**src/rtl/mem_bus_arbiter.sv**
```systemverilog
// Two-port (A = fetch, B = data/DMA) arbiter and sequencer for the single memory unit port.
// Optional watchdog enabled by defining MEM_ARB_TIMEOUT_EN.
module mem_bus_arbiter #(
   parameter int ADDR_W         = 27,
   parameter int DATA_W         = 32,
   parameter int FIXED_PRIO     = 0,
   parameter int TIMEOUT_CYCLES = 1024
) (
   input  logic              clk,
   input  logic              reset,
   input  logic              a_req,
   input  logic [ADDR_W-1:0] a_addr,
   input  logic [DATA_W-1:0] a_data,
   input  logic              a_we,
   output logic              a_ack,
   output logic [DATA_W-1:0] a_q,
   input  logic              b_req,
   input  logic [ADDR_W-1:0] b_addr,
   input  logic [DATA_W-1:0] b_data,
   input  logic              b_we,
   output logic              b_ack,
   output logic [DATA_W-1:0] b_q,
   output logic [ADDR_W-1:0] mem_address,
   output logic [DATA_W-1:0] mem_data,
   output logic              mem_we,
   output logic              mem_start,
   input  logic              mem_busy,
   input  logic [DATA_W-1:0] mem_q,
   input  logic              mem_init_done,
   output logic              grant_b,
   output logic              timeout_err
);

   typedef enum logic [1:0] {IDLE, ISSUE, WAIT, DONE} state_t;

   state_t            state_q, state_d;
   logic [ADDR_W-1:0] addr_q, addr_d;
   logic [DATA_W-1:0] data_q, data_d;
   logic              we_q, we_d;
   logic              grant_b_q, grant_b_d;
   logic              last_b_q, last_b_d;
   logic [DATA_W-1:0] a_rd_q, a_rd_d;
   logic [DATA_W-1:0] b_rd_q, b_rd_d;
   logic              start;
   logic              pick_b;

`ifdef MEM_ARB_TIMEOUT_EN
   localparam int CNT_W = $clog2(TIMEOUT_CYCLES) + 1;
   logic [CNT_W-1:0] cnt_q, cnt_d;
   logic             err_q, err_d;
`endif

   // B wins only when alone, or on a round-robin tie after A held the bus last
   assign pick_b = b_req && (!a_req || (FIXED_PRIO == 0 && !last_b_q));

   always_comb begin
      state_d   = state_q;
      addr_d    = addr_q;
      data_d    = data_q;
      we_d      = we_q;
      grant_b_d = grant_b_q;
      last_b_d  = last_b_q;
      a_rd_d    = a_rd_q;
      b_rd_d    = b_rd_q;
      start     = 1'b0;
`ifdef MEM_ARB_TIMEOUT_EN
      cnt_d     = cnt_q;
      err_d     = err_q;
`endif
      case (state_q)
         IDLE: begin
            if (mem_init_done && (a_req || b_req)) begin
               addr_d    = pick_b ? b_addr : a_addr;
               data_d    = pick_b ? b_data : a_data;
               we_d      = pick_b ? b_we   : a_we;
               grant_b_d = pick_b;
               last_b_d  = pick_b;
               state_d   = ISSUE;
`ifdef MEM_ARB_TIMEOUT_EN
               cnt_d     = '0;
`endif
            end
         end
         ISSUE: begin
            start = 1'b1;
            if (mem_busy) state_d = WAIT;
         end
         WAIT: begin
            start = 1'b1;
            if (!mem_busy) begin
               if (grant_b_q) b_rd_d = mem_q;
               else           a_rd_d = mem_q;
               state_d = DONE;
            end
         end
         default: state_d = IDLE;  // DONE: start already low before the memory's negedge
      endcase
`ifdef MEM_ARB_TIMEOUT_EN
      if (state_q == ISSUE || state_q == WAIT) begin
         cnt_d = cnt_q + 1'b1;
         if (cnt_q == CNT_W'(TIMEOUT_CYCLES - 1)) begin
            start   = 1'b0;
            if (grant_b_q) b_rd_d = '0;
            else           a_rd_d = '0;
            err_d   = 1'b1;
            state_d = DONE;
         end
      end
`endif
   end

   always_ff @(posedge clk) begin
      if (reset) begin
         state_q   <= IDLE;
         addr_q    <= '0;
         data_q    <= '0;
         we_q      <= 1'b0;
         grant_b_q <= 1'b0;
         last_b_q  <= 1'b1;
         a_rd_q    <= '0;
         b_rd_q    <= '0;
      end else begin
         state_q   <= state_d;
         addr_q    <= addr_d;
         data_q    <= data_d;
         we_q      <= we_d;
         grant_b_q <= grant_b_d;
         last_b_q  <= last_b_d;
         a_rd_q    <= a_rd_d;
         b_rd_q    <= b_rd_d;
      end
   end

`ifdef MEM_ARB_TIMEOUT_EN
   always_ff @(posedge clk) begin
      if (reset) begin
         cnt_q <= '0;
         err_q <= 1'b0;
      end else begin
         cnt_q <= cnt_d;
         err_q <= err_d;
      end
   end
   assign timeout_err = err_q;
`else
   assign timeout_err = 1'b0;
`endif

   assign mem_address = addr_q;
   assign mem_data    = data_q;
   assign mem_we      = we_q;
   assign mem_start   = start;
   assign grant_b     = grant_b_q;
   assign a_q         = a_rd_q;
   assign b_q         = b_rd_q;
   assign a_ack       = (state_q == DONE) && !grant_b_q;
   assign b_ack       = (state_q == DONE) &&  grant_b_q;

endmodule

```
**config.mk**
```make
export PLATFORM = sky130hd
export DESIGN_NAME = mem_bus_arbiter
export DESIGN_NICKNAME = d
export VERILOG_FILES = /design/src/rtl/mem_bus_arbiter.sv
export SDC_FILE = /design/constraint.sdc
export NUM_CORES = 1
export LEC_CHECK = 0
export ABC_CLOCK_PERIOD_IN_PS = 2000
export BUFFER_PORTS_ARGS = -buffer_cell sky130_fd_sc_hd__buf_2
export CORE_ASPECT_RATIO = 1.75
export CORE_UTILIZATION = 25
export CTS_CLUSTER_SIZE = 30
export DETAILED_ROUTE_END_ITERATION = 7
export GPL_ROUTABILITY_DRIVEN = 0
export PLACE_DENSITY = 0.6
export SYNTH_ARGS = -nofsm -noshare
export SYNTH_HDL_FRONTEND = slang
export SYNTH_SLANG_ARGS = --single-unit
```
**constraint.sdc**
```tcl
create_clock -name clk -period 2 [get_ports clk]
set_clock_uncertainty 0.2 [all_clocks]
set_input_delay 0.1 -clock clk [delete_from_list [all_inputs] [get_ports clk]]
set_output_delay 0.1 -clock clk [all_outputs]
set_load 0.02 [all_outputs]
```
# == Yosys cells after proc, flatten, opt, wreduce, memory -nomap -nowiden ==
# Cells that the tools add are included.
# op_classes
n_eq_ne,6
n_mux,8
n_bitwise,2
reduce_logical,15
# op_table
operator,n
$mux 32,1
$mux 27,1
$reduce_and 3->1,3
$mux 2,3
$ne 2x2->1 const B,3
$pmux 2 s3,1
$eq 2x2->1 const B,2
$logic_and 1x1->1,4
$logic_not 1->1,3
$eq 2x1->1 const B,1
$logic_not 2->1,1
$logic_or 1x1->1,2
$mux 1,2
$not 1->1,2
$reduce_and 2->1,1
$reduce_or 2->1,1
# totals
reg_bits,128
input_bits,158
output_inout_bits,129
elab_cells,39

# == Longest topological paths before layout ==
# Gate-level depths: netlist of the first run.
# logic_depth
word_depth,4
mapped_depth,7
ltp_nobuf,5

# == Worst setup path after synthesis of the first run ==
# Ideal clock, no wire load.
# synth_timing
path_kind,register to register
startpoint,reg state_q[0]
endpoint,reg a_rd_q[10] (netlist: a_q[10])
arrival_ps,1361
t_required_ps,1668
slack_ps,306
stages_incl_launch_ff,8
path_buffers,2
synth_period_minus_slack_ps,1694
path_cell_list,dfxtp_1 inv_1 ha_1 or3b_1 clkbuf_1 buf_2 nand2_1 a21oi_1
# synth_between
elab_chain_cells,2
# synth_rtl
element,line,text
from (decl),36,"state_t state_q, state_d;"
from (signal assigned),123,state_q <= state_d;
$eq 2x2->1,70,case (state_q)
$reduce_and 3->1 (no source line),--,
to (signal assigned),129,a_rd_q <= a_rd_d;
to (decl),42,"logic [DATA_W-1:0] a_rd_q, a_rd_d;"
# No other way between the ends.
# A chain may end at the register's enable or synchronous reset.

# == Worst setup path after layout of the first run ==
# layout_timing
startpoint,reg state_q[0]
endpoint,reg addr_q[19] (netlist: mem_address[19])
# layout_between
elab_chain_cells,2
# layout_rtl
element,line,text
$logic_not 2->1,70,
$reduce_and 2->1 (no source line),--,
to (signal assigned),124,addr_q <= addr_d;
to (decl),37,"logic [ADDR_W-1:0] addr_q, addr_d;"
# No other way between the ends.

==> flow_metrics.tcl, run 1 <==
set metrics [dict create \
    outcome "completed" \
    synth_ff_type "dfxtp_1" \
    grt_pass1_wl_mm 30.2 \
    antenna_cells 0 \
    drt_iter0_drc 320 \
    clkTransAtPathRegs_ps 60 \
    track_usage_pct 18.9 \
    clock-sinks 128 \
    core_region_area_sq_mm 0.0198 \
    synth_edf_count 0 \
    postRouteAntennaNets 0 \
    synth_compound_area_share_pct 22.5 \
    cts_root_buf "clkbuf_16" \
    clock_latency_ps 420 \
    reg2reg_depth 6 \
    yosysWarnings 0 \
    synth.area.mux_share_pct 0.419 \
    startpoint_type "flip-flop" \
    fmax_ghz 0.531 \
    numPlacedInstances 1136 \
    cp_slowest_stage_delay_ps 330 \
    worstPathMaxFanout 37 \
    overflow 0 \
    finalSetupViolCount 0 \
    syn-num-nets 809 \
    wirelength_mm 19.6 \
    rsz0062_at_grt "false" \
    crit_type "reg -> reg" \
    cp.arrival_ps 2000 \
    synthTopCellsByCount "nand2_1, dfxtp_1, a21oi_1" \
    setup_tns_ps 0 \
    final_cells 1325 \
    yosys.area.top_type "dfxtp_1" \
    die_width_um 110 \
    leakage_nw 3.99 \
    synth-simple-area-share_pct 20.3 \
    yosysUniqueCellTypes 28 \
    syn_area_sq_mm 0.00507 \
    die_h_um 190 \
    vdd.ir_drop.worst_uv 683 \
    ys_ff_latch 128 \
    synth_xor_area_share_pct 0 \
    worstPathRequired_ps 2120 \
    slew_viol_final 0 \
    layout-drive-gt1-share_pct 31.3 \
    synth_top_area_share_pct 50.5 \
    netlist_instances 647 \
    min_period_ps 1880 \
    cts_made_buffers 17 \
    min_period_over_period_pct 94.1 \
    die_area_sq_mm 0.0209 \
    nets 1229 \
    start_util_pct 25.6 \
    avgViaCountPerCell 4.62 \
    endpoint_kind "flip-flop" \
    row_count 68 \
    hold_viol 0 \
    synth_area_leaders "dfxtp_1, nand2_1, a21oi_1" \
    route.detailed.drc 0 \
    tritoncts "built" \
    io_pins 287 \
    worst-path-buf-inv 2 \
    grt_max_degree 61 \
    ys_seq_area_share_pct 50.5 \
    port_buffers 285 \
    hold-path-cell-count 4 \
    antenna_found_initial 0 \
    path_depth 6 \
    crit_slowest_cell "dfxtp_1" \
    hpwl_mm 12.2 \
    synth-adder-area-share_pct 0.987 \
    crit_family "compound AO/OA/AOI/OAI gates" \
    first_global_vias 6258 \
    min_path_type "in -> reg" \
    synth_top_family_by_area "compound AO/OA/AOI/OAI gates" \
    cts_max_level 4 \
    cts_buffer_depth 2 \
    powerDensity_mw_per_mm2 1020 \
    firstDrtPassIters 4 \
    cap_violations 0 \
    yosysMostFrequentCell "nand2_1" \
    syn2layout_area_growth_pct 77.6 \
    crit_chain "inv_1 -> ha_1 -> o211a_2 -> buf_12 -> nor2_1 -> a211oi_1" \
    avgSynthCellArea_sq_um 7.84 \
    vias 6120 \
    async_flop_share_pct 0 \
    wl_per_cell_um 14.8 \
]
==> logic make-up after synthesis <==
logic type                 count (synthesis)
adders and majority gates                  4
AOI/OAI and AO/OA                        191
muxes                                      2
buffers and inverters                     57
and+or+nand+nor                          264
other                                      1
DFF                                      128
==> worst register-to-register path, stage by stage (launching register included) <==
cell and delay, ps:
dfxtp_1 330, inv_1 100, ha_1 290, o211a_2 290
buf_12 220, nor2_1 90, a211oi_1 260
==> cell type report <==
cell class | count | area (sq um)
Inverter | 2 | 7.51
Fill cell | 1900 | 10800
Tap cell | 245 | 307
Multi-Input combinational cell | 462 | 2270
Clock buffer | 24 | 502
Timing Repair Buffer | 456 | 3240
Clock inverter | 8 | 126
Sequential cell | 128 | 2560
==> routing by layer <==
layer | global-route usage, % | routed length [um] | part of all wire, %
met1 | 18.2 | 7180 | 37
met2 | 34.1 | 10400 | 53
met3 | 4.89 | 955 | 4.9
met4 | 13.2 | 1110 | 5.6
met5 | 0 | 0 | 0
==> through the flow <==
| step | hold WS, ps | util (%) | cell area (sq um) | worst slack, ps | total power, mW |
|---|---|---|---|---|---|
| floorplan | 36.0 | - | 5070 | 306 | 4.70 |
| global placement | 147 | 34.4 | 6810 | 214 | 5.63 |
| detailed placement | 151 | 34.4 | 6810 | 157 | 5.66 |
| CTS | 24.4 | 45.4 | 8990 | 150 | 9.24 |
| global route | 54.9 | 45.4 | 9010 | 7.85 | 9.67 |
| finish | 41.9 | 45.4 | 9010 | 118 | 9.17 |
==> what timing repair did <==
item / 4_1_cts / 5_1_grt
hold endpoints to repair: 126 / 0
setup endpoints to repair: 0 / 2
buffers inserted: 0 / 2
hold buffers: 155 / 0
gates resized for setup: 0 / 0
==> registers in the layout, indices dropped and copies added, names as in the netlist <==
signal       count
grant_b          1
mem_we           1
state_q          2
a_q             32
b_q             32
last_b_q         1
mem_address     27
mem_data        32
==> path summary, 6_finish.rpt <==
kind,to,slack [ps],start
worst max-delay path,mem_address[19],120,state_q[0]
worst min-delay path,state_q[1],40,b_req
worst max register to register,mem_address[19],120,state_q[0]
worst min register to register,b_q[0],250,b_q[0]
==> report_power, final <==
group	internal (mW)	switching [mW]	total, mW
clock network	2.13	1.17	3.29
logic	1.13	1.63	2.76
registers	2.93	0.195	3.12
==> cells in the final DEF, fill, tap and decap left out, drive strengths merged <==
cell type      n
buf          301
nand2        192
dlygate4sd3  155
dfxtp        128
a21oi        125
nor2          62
a211oi        59
clkbuf        24
ha             4
bufinv         3
clkinvlp       3
inv            2
nor2b          2
nand2b         2
clkinv         2
and2           1
o211a          1
a21boi         1
a21bo          1
a311oi         1
o211ai         1
nor3b          1
or3b           1
nor3           1
o21ai          1
a221oi         1
mux2           1
and3b          1
nand3b         1
mux2i          1
conb           1
(Power assumes the default switching activity.)
==> run 2: changes to the inputs <==
Settings changed: ABC_AREA from default to 1, PLACE_DENSITY 0.6 to 0.58.
==> flow_metrics.tcl, run 2 <==
set metrics [dict create \
    outcome "completed" \
    synth_xor_area_share_pct 0 \
    yosysWarnings 0 \
    yosysMostFrequentCell "nand2_1" \
    final_cell_mix "buf_2, nand2_1, nor2_1" \
    crit_end "b_ack" \
    firstDrtPassIters 4 \
    synth_ff_type "dfxtp_1" \
    antenna_found_initial 1 \
    hold_slack_ps 51.0 \
    fmax_ghz 0.542 \
    row_count 74 \
    syn_area_sq_mm 0.00601 \
    core_region_area_sq_mm 0.0235 \
    syn2layout_area_growth_pct 64.5 \
    slew_viol_final 0 \
    port_buffers 285 \
    yosysUniqueCellTypes 19 \
    cts_root_buf "clkbuf_16" \
    wl_per_cell_um 12.5 \
    crit_type "reg -> out" \
    avgSynthCellArea_sq_um 6.26 \
    synth-simple-area-share_pct 36.8 \
    reg2reg_depth 5 \
    crit_slowest_cell "buf_4" \
    synthTopCellsByCount "nand2_1, nor2_1, inv_1" \
    clock_latency_ps 420 \
    rsz0062_at_grt "false" \
    synth_compound_area_share_pct 5.83 \
    reg2reg_slack_ps 210 \
    die_width_um 119 \
    ys_seq_area_share_pct 42.6 \
    netlist_instances 960 \
    synth_top_area_share_pct 42.6 \
    grt_pass1_wl_mm 33.9 \
    die_area_sq_mm 0.0247 \
    crit_chain "buf_4 -> nand2_1 -> inv_1 -> buf_2" \
    tritoncts "built" \
    worstPathRequired_ps 1700 \
    cts_made_buffers 17 \
    postRouteAntennaNets 0 \
    cp.arrival_ps 1540 \
    nets 1542 \
    powerDensity_mw_per_mm2 985 \
    endpoint_kind "primary output" \
    min_path_type "in -> reg" \
    async_flop_share_pct 0 \
    finalSetupViolCount 0 \
    synth.area.mux_share_pct 0 \
    avgViaCountPerCell 4.17 \
    vdd.ir_drop.worst_uv 658 \
    hpwl_mm 13.4 \
    hold_viol 0 \
    synth_top_family_by_area "simple AND/OR/NAND/NOR gates" \
    placed_area_sq_mm 0.00771 \
    grt_max_degree 50 \
    min_period_over_period_pct 92.2 \
    slew_headroom_pct 57.1 \
    synth-adder-area-share_pct 0.832 \
    vias 7080 \
    cp_slowest_stage_delay_ps 400 \
    finalWorstSetupSlack_ps 155 \
    setup_tns_ps 0 \
    clkTransAtPathRegs_ps 60 \
    final_common_cell "buf_2" \
    fin_util_pct 42.1 \
    ys_ff_latch 128 \
    route.detailed.drc 0 \
    wirelength_mm 21.3 \
    synth_area_leaders "dfxtp_1, nand2_1, nor2_1" \
    worstPathMaxFanout 37 \
    layout-drive-gt1-share_pct 24.6 \
    cap_violations 0 \
    total_power_mw 9.75 \
    cp-startpoint "grant_b" \
    syn-num-nets 1122 \
    yosys.area.top_type "dfxtp_1" \
    cts_max_level 4 \
    final_area_sq_mm 0.00989 \
    dp_worst_setup_slack_ps 190 \
    overflow 0 \
    start_util_pct 25.6 \
    die_h_um 207 \
    clock-sinks 128 \
    track_usage_pct 17.2 \
    synth_edf_count 0 \
    cts_buffer_depth 2 \
    min_period_ps 1840 \
    first_global_vias 7227 \
    final_cells 1698 \
    numPlacedInstances 1510 \
    r2r-start "state_q[1]" \
    io_pins 287 \
    worst_pin_slew_ps 642 \
    drt_iter0_drc 255 \
    reg2reg_to "grant_b" \
    startpoint_type "flip-flop" \
    leakage_nw 5.35 \
]
run 2: worst min-delay path by stage:
| stage | startpoint | endpoint | cells past startpoint | slack, ps |
|---|---|---|---|---|
| 4_1_cts | mem_busy | state_q[1] | 4 | 30 |
| 3_3_place_gp | mem_q[31] | a_q[31] | 3 | 140 |
| 6_report | mem_init_done | state_q[0] | 5 | 50 |
| 5_1_grt | mem_init_done | state_q[0] | 5 | 90 |
| 3_5_place_dp | mem_q[15] | a_q[15] | 3 | 150 |
| 2_1_floorplan | mem_q[10] | a_q[10] | 2 | 30 |
run 2: critical path: cells and delay by family, from the launching register on:
kind | cells | cell delay [ps]
buffers and inverters | 3 | 640
DFF | 1 | 380
and+or+nand+nor | 1 | 90
run 2: cell families after synthesis:
family / after synthesis
fa+ha+maj: 4
flops: 128
buf+inv: 186
other cells: 1
compound gates: 70
simple gates: 571
run 2: area by class of cell:
type | count | area, sq um
multi-input cells | 646 | 2630
fillers | 2414 | 13600
diodes | 1 | 2.50
repair buffers | 457 | 3210
inverters | 130 | 490
clock inverters | 14 | 183
well taps | 304 | 380
flip-flops and latches | 128 | 2560
clock buffers | 18 | 439
run 2: timing repair:
item | CTS | global route
endpoints found under the setup margin | 0 | 2
setup buffers | 0 | 0
endpoints found under the hold margin | 126 | 0
hold buffers | 155 | 0
gates resized for setup | 0 | 2
run 2: layer usage:
layer  part of all wire, %  vias to the layer above  GRT usage, %
li1                      -                     3676             -
met5                     0                        -             0
met4                   4.0                        0          9.91
met3                   7.0                       61          4.60
met2                    50                      292          31.7
met1                    39                     3051          17.0
run 2: report_power, final:
group          switching, mW  internal, mW
combinational           2.05          1.23
sequential             0.212          2.99
clock                   1.25          2.01
total                   3.51          6.23
==> run 3: changes to the inputs <==
Settings changed: CORE_MARGIN from default to 4, CTS_CLUSTER_SIZE 30 to 20.
==> flow_metrics.tcl, run 3 (same netlist as run 2, synthesis figures left out) <==
set metrics [dict create \
    cts_resized 0 \
    hold-path-cell-count 5 \
    row_count 74 \
    final_cells 1693 \
    fmax_ghz 0.542 \
    leakage_nw 5.31 \
    start_util_pct 25.6 \
    grt_max_degree 63 \
    reg2reg_to "a_q[12]" \
    track_usage_pct 16.5 \
    firstDrtPassIters 4 \
    overflow 0 \
    final_cell_mix "buf_2, nand2_1, nor2_1" \
    layout-drive-gt1-share_pct 24.3 \
    drt_iter0_drc 243 \
    hold_viol 0 \
    min_path_type "in -> reg" \
    min_period_ps 1840 \
    die_width_um 125 \
    final_common_cell "buf_2" \
    reg2reg_slack_ps 160 \
    switching_share_pct 37.7 \
    hpwl_mm 14.2 \
    numPlacedInstances 1506 \
    worstPathRequired_ps 2100 \
    slew_viol_final 0 \
    core_region_area_sq_mm 0.0235 \
    syn2layout_area_growth_pct 63.1 \
    pwr-share-comb_pct 34.3 \
    hold_slack_ps 31.0 \
    antenna_cells 0 \
    cts_root_buf "clkbuf_16" \
    nets 1538 \
    setup_tns_ps 0 \
    cap_violations 0 \
    p_switching_mw 3.59 \
    wl_per_cell_um 13.1 \
    tritoncts "built" \
    powerDensity_mw_per_mm2 972 \
    cts_buffer_depth 2 \
    port_buffers 285 \
    startpoint_type "flip-flop" \
    multi_input_area_sq_mm 0.00263 \
    route.detailed.drc 0 \
    avgViaCountPerCell 4.22 \
    cp.arrival_ps 1940 \
    antenna_found_initial 0 \
    io_pins 287 \
    endpoint_kind "flip-flop" \
    intPower_mw 5.94 \
    wirelength_mm 22.2 \
    grt_pass1_wl_mm 35.7 \
    clock_latency_ps 420 \
    cts_made_buffers 17 \
    rsz0062_at_grt "false" \
    regArea_sq_mm 0.00256 \
    first_global_vias 7222 \
    min_period_over_period_pct 92.2 \
    fill_cells 2438 \
    worstHoldStart "mem_init_done" \
    die_h_um 213 \
    vias 7136 \
    die_area_sq_mm 0.0267 \
    finalSetupViolCount 0 \
    crit_type "reg -> reg" \
    r2r-start "state_q[0]" \
    p_seq_share_pct 33.7 \
    outcome "completed" \
    power.share.clock_pct 32.0 \
    postRouteAntennaNets 0 \
    worstPathMaxFanout 32 \
    vdd.ir_drop.worst_uv 614 \
    cts_max_level 4 \
    clock-sinks 128 \
    reg2reg_depth 7 \
    clkTransAtPathRegs_ps 60 \
    hold-path-endpoint "state_q[1]" \
]
-- run 3: what timing repair did --
action / 4_1_cts / 5_1_grt
buffers inserted: 0 / 0
endpoints found under the setup margin: 0 / 0
hold endpoints to repair: 126 / 0
hold buffers: 155 / 0
-- run 3: worst max-delay path by stage --
stage | startpoint | end | slack [ps] | cells past startpoint
after CTS | grant_b | grant_b | 120 | 2
after global placement | state_q[0] | mem_data[30] | 270 | 8
final | state_q[0] | a_q[12] | 160 | 7
after detailed placement | state_q[0] | a_q[31] | 210 | 8
after floorplan | state_q[0] | b_q[10] | 500 | 8
after global routing | grant_b | grant_b | 40 | 2
-- run 3: power groups by stage --
stage / clock (mW) / combinational (mW) / sequential, mW
global route: 3.28 / 3.66 / 3.26
floorplan: 0 / 1.53 / 3.77
global placement: 0 / 3.02 / 3.25
CTS: 3.16 / 3.28 / 3.21
finish: 3.05 / 3.27 / 3.22
detailed placement: 0 / 3.04 / 3.26
-- run 3: cell type report --
class                           count  area share (%)
Clock inverter                     15            1.51
Timing Repair Buffer              453            32.4
Clock buffer                       17            4.34
Sequential cell                   128            26.1
Tap cell                          304            3.88
Inverter                          130            4.98
Multi-Input combinational cell    646            26.8
-- run 3: routing by layer --
layer	vias to the layer above	wire (um)	GRT usage, %
met2	305	11000	30.0
met3	70	1550	4.93
met4	0	958	8.79
li1	3661	-	-
met5	-	0	0
met1	3100	8700	17.2
-- run 3: critical path: stages (launching register included) --
cell and delay, ps:
dfxtp_1 380, inv_1 90, ha_1 220, inv_1 140, nor3_4 50, buf_4 250, o21ai_0 310, nor2_1 80
-- run 3: metrics by stage --
step / setup slack, ps / utilization [%] / power [mW] / cell area (sq um)
CTS: 121 / 41.7 / 9.66 / 9810
floorplan: 498 / - / 5.29 / 6010
finish: 157 / 41.7 / 9.54 / 9810
global route: 43.9 / 41.7 / 10.2 / 9810
global placement: 269 / 32.7 / 6.27 / 7680
detailed placement: 211 / 32.7 / 6.30 / 7680
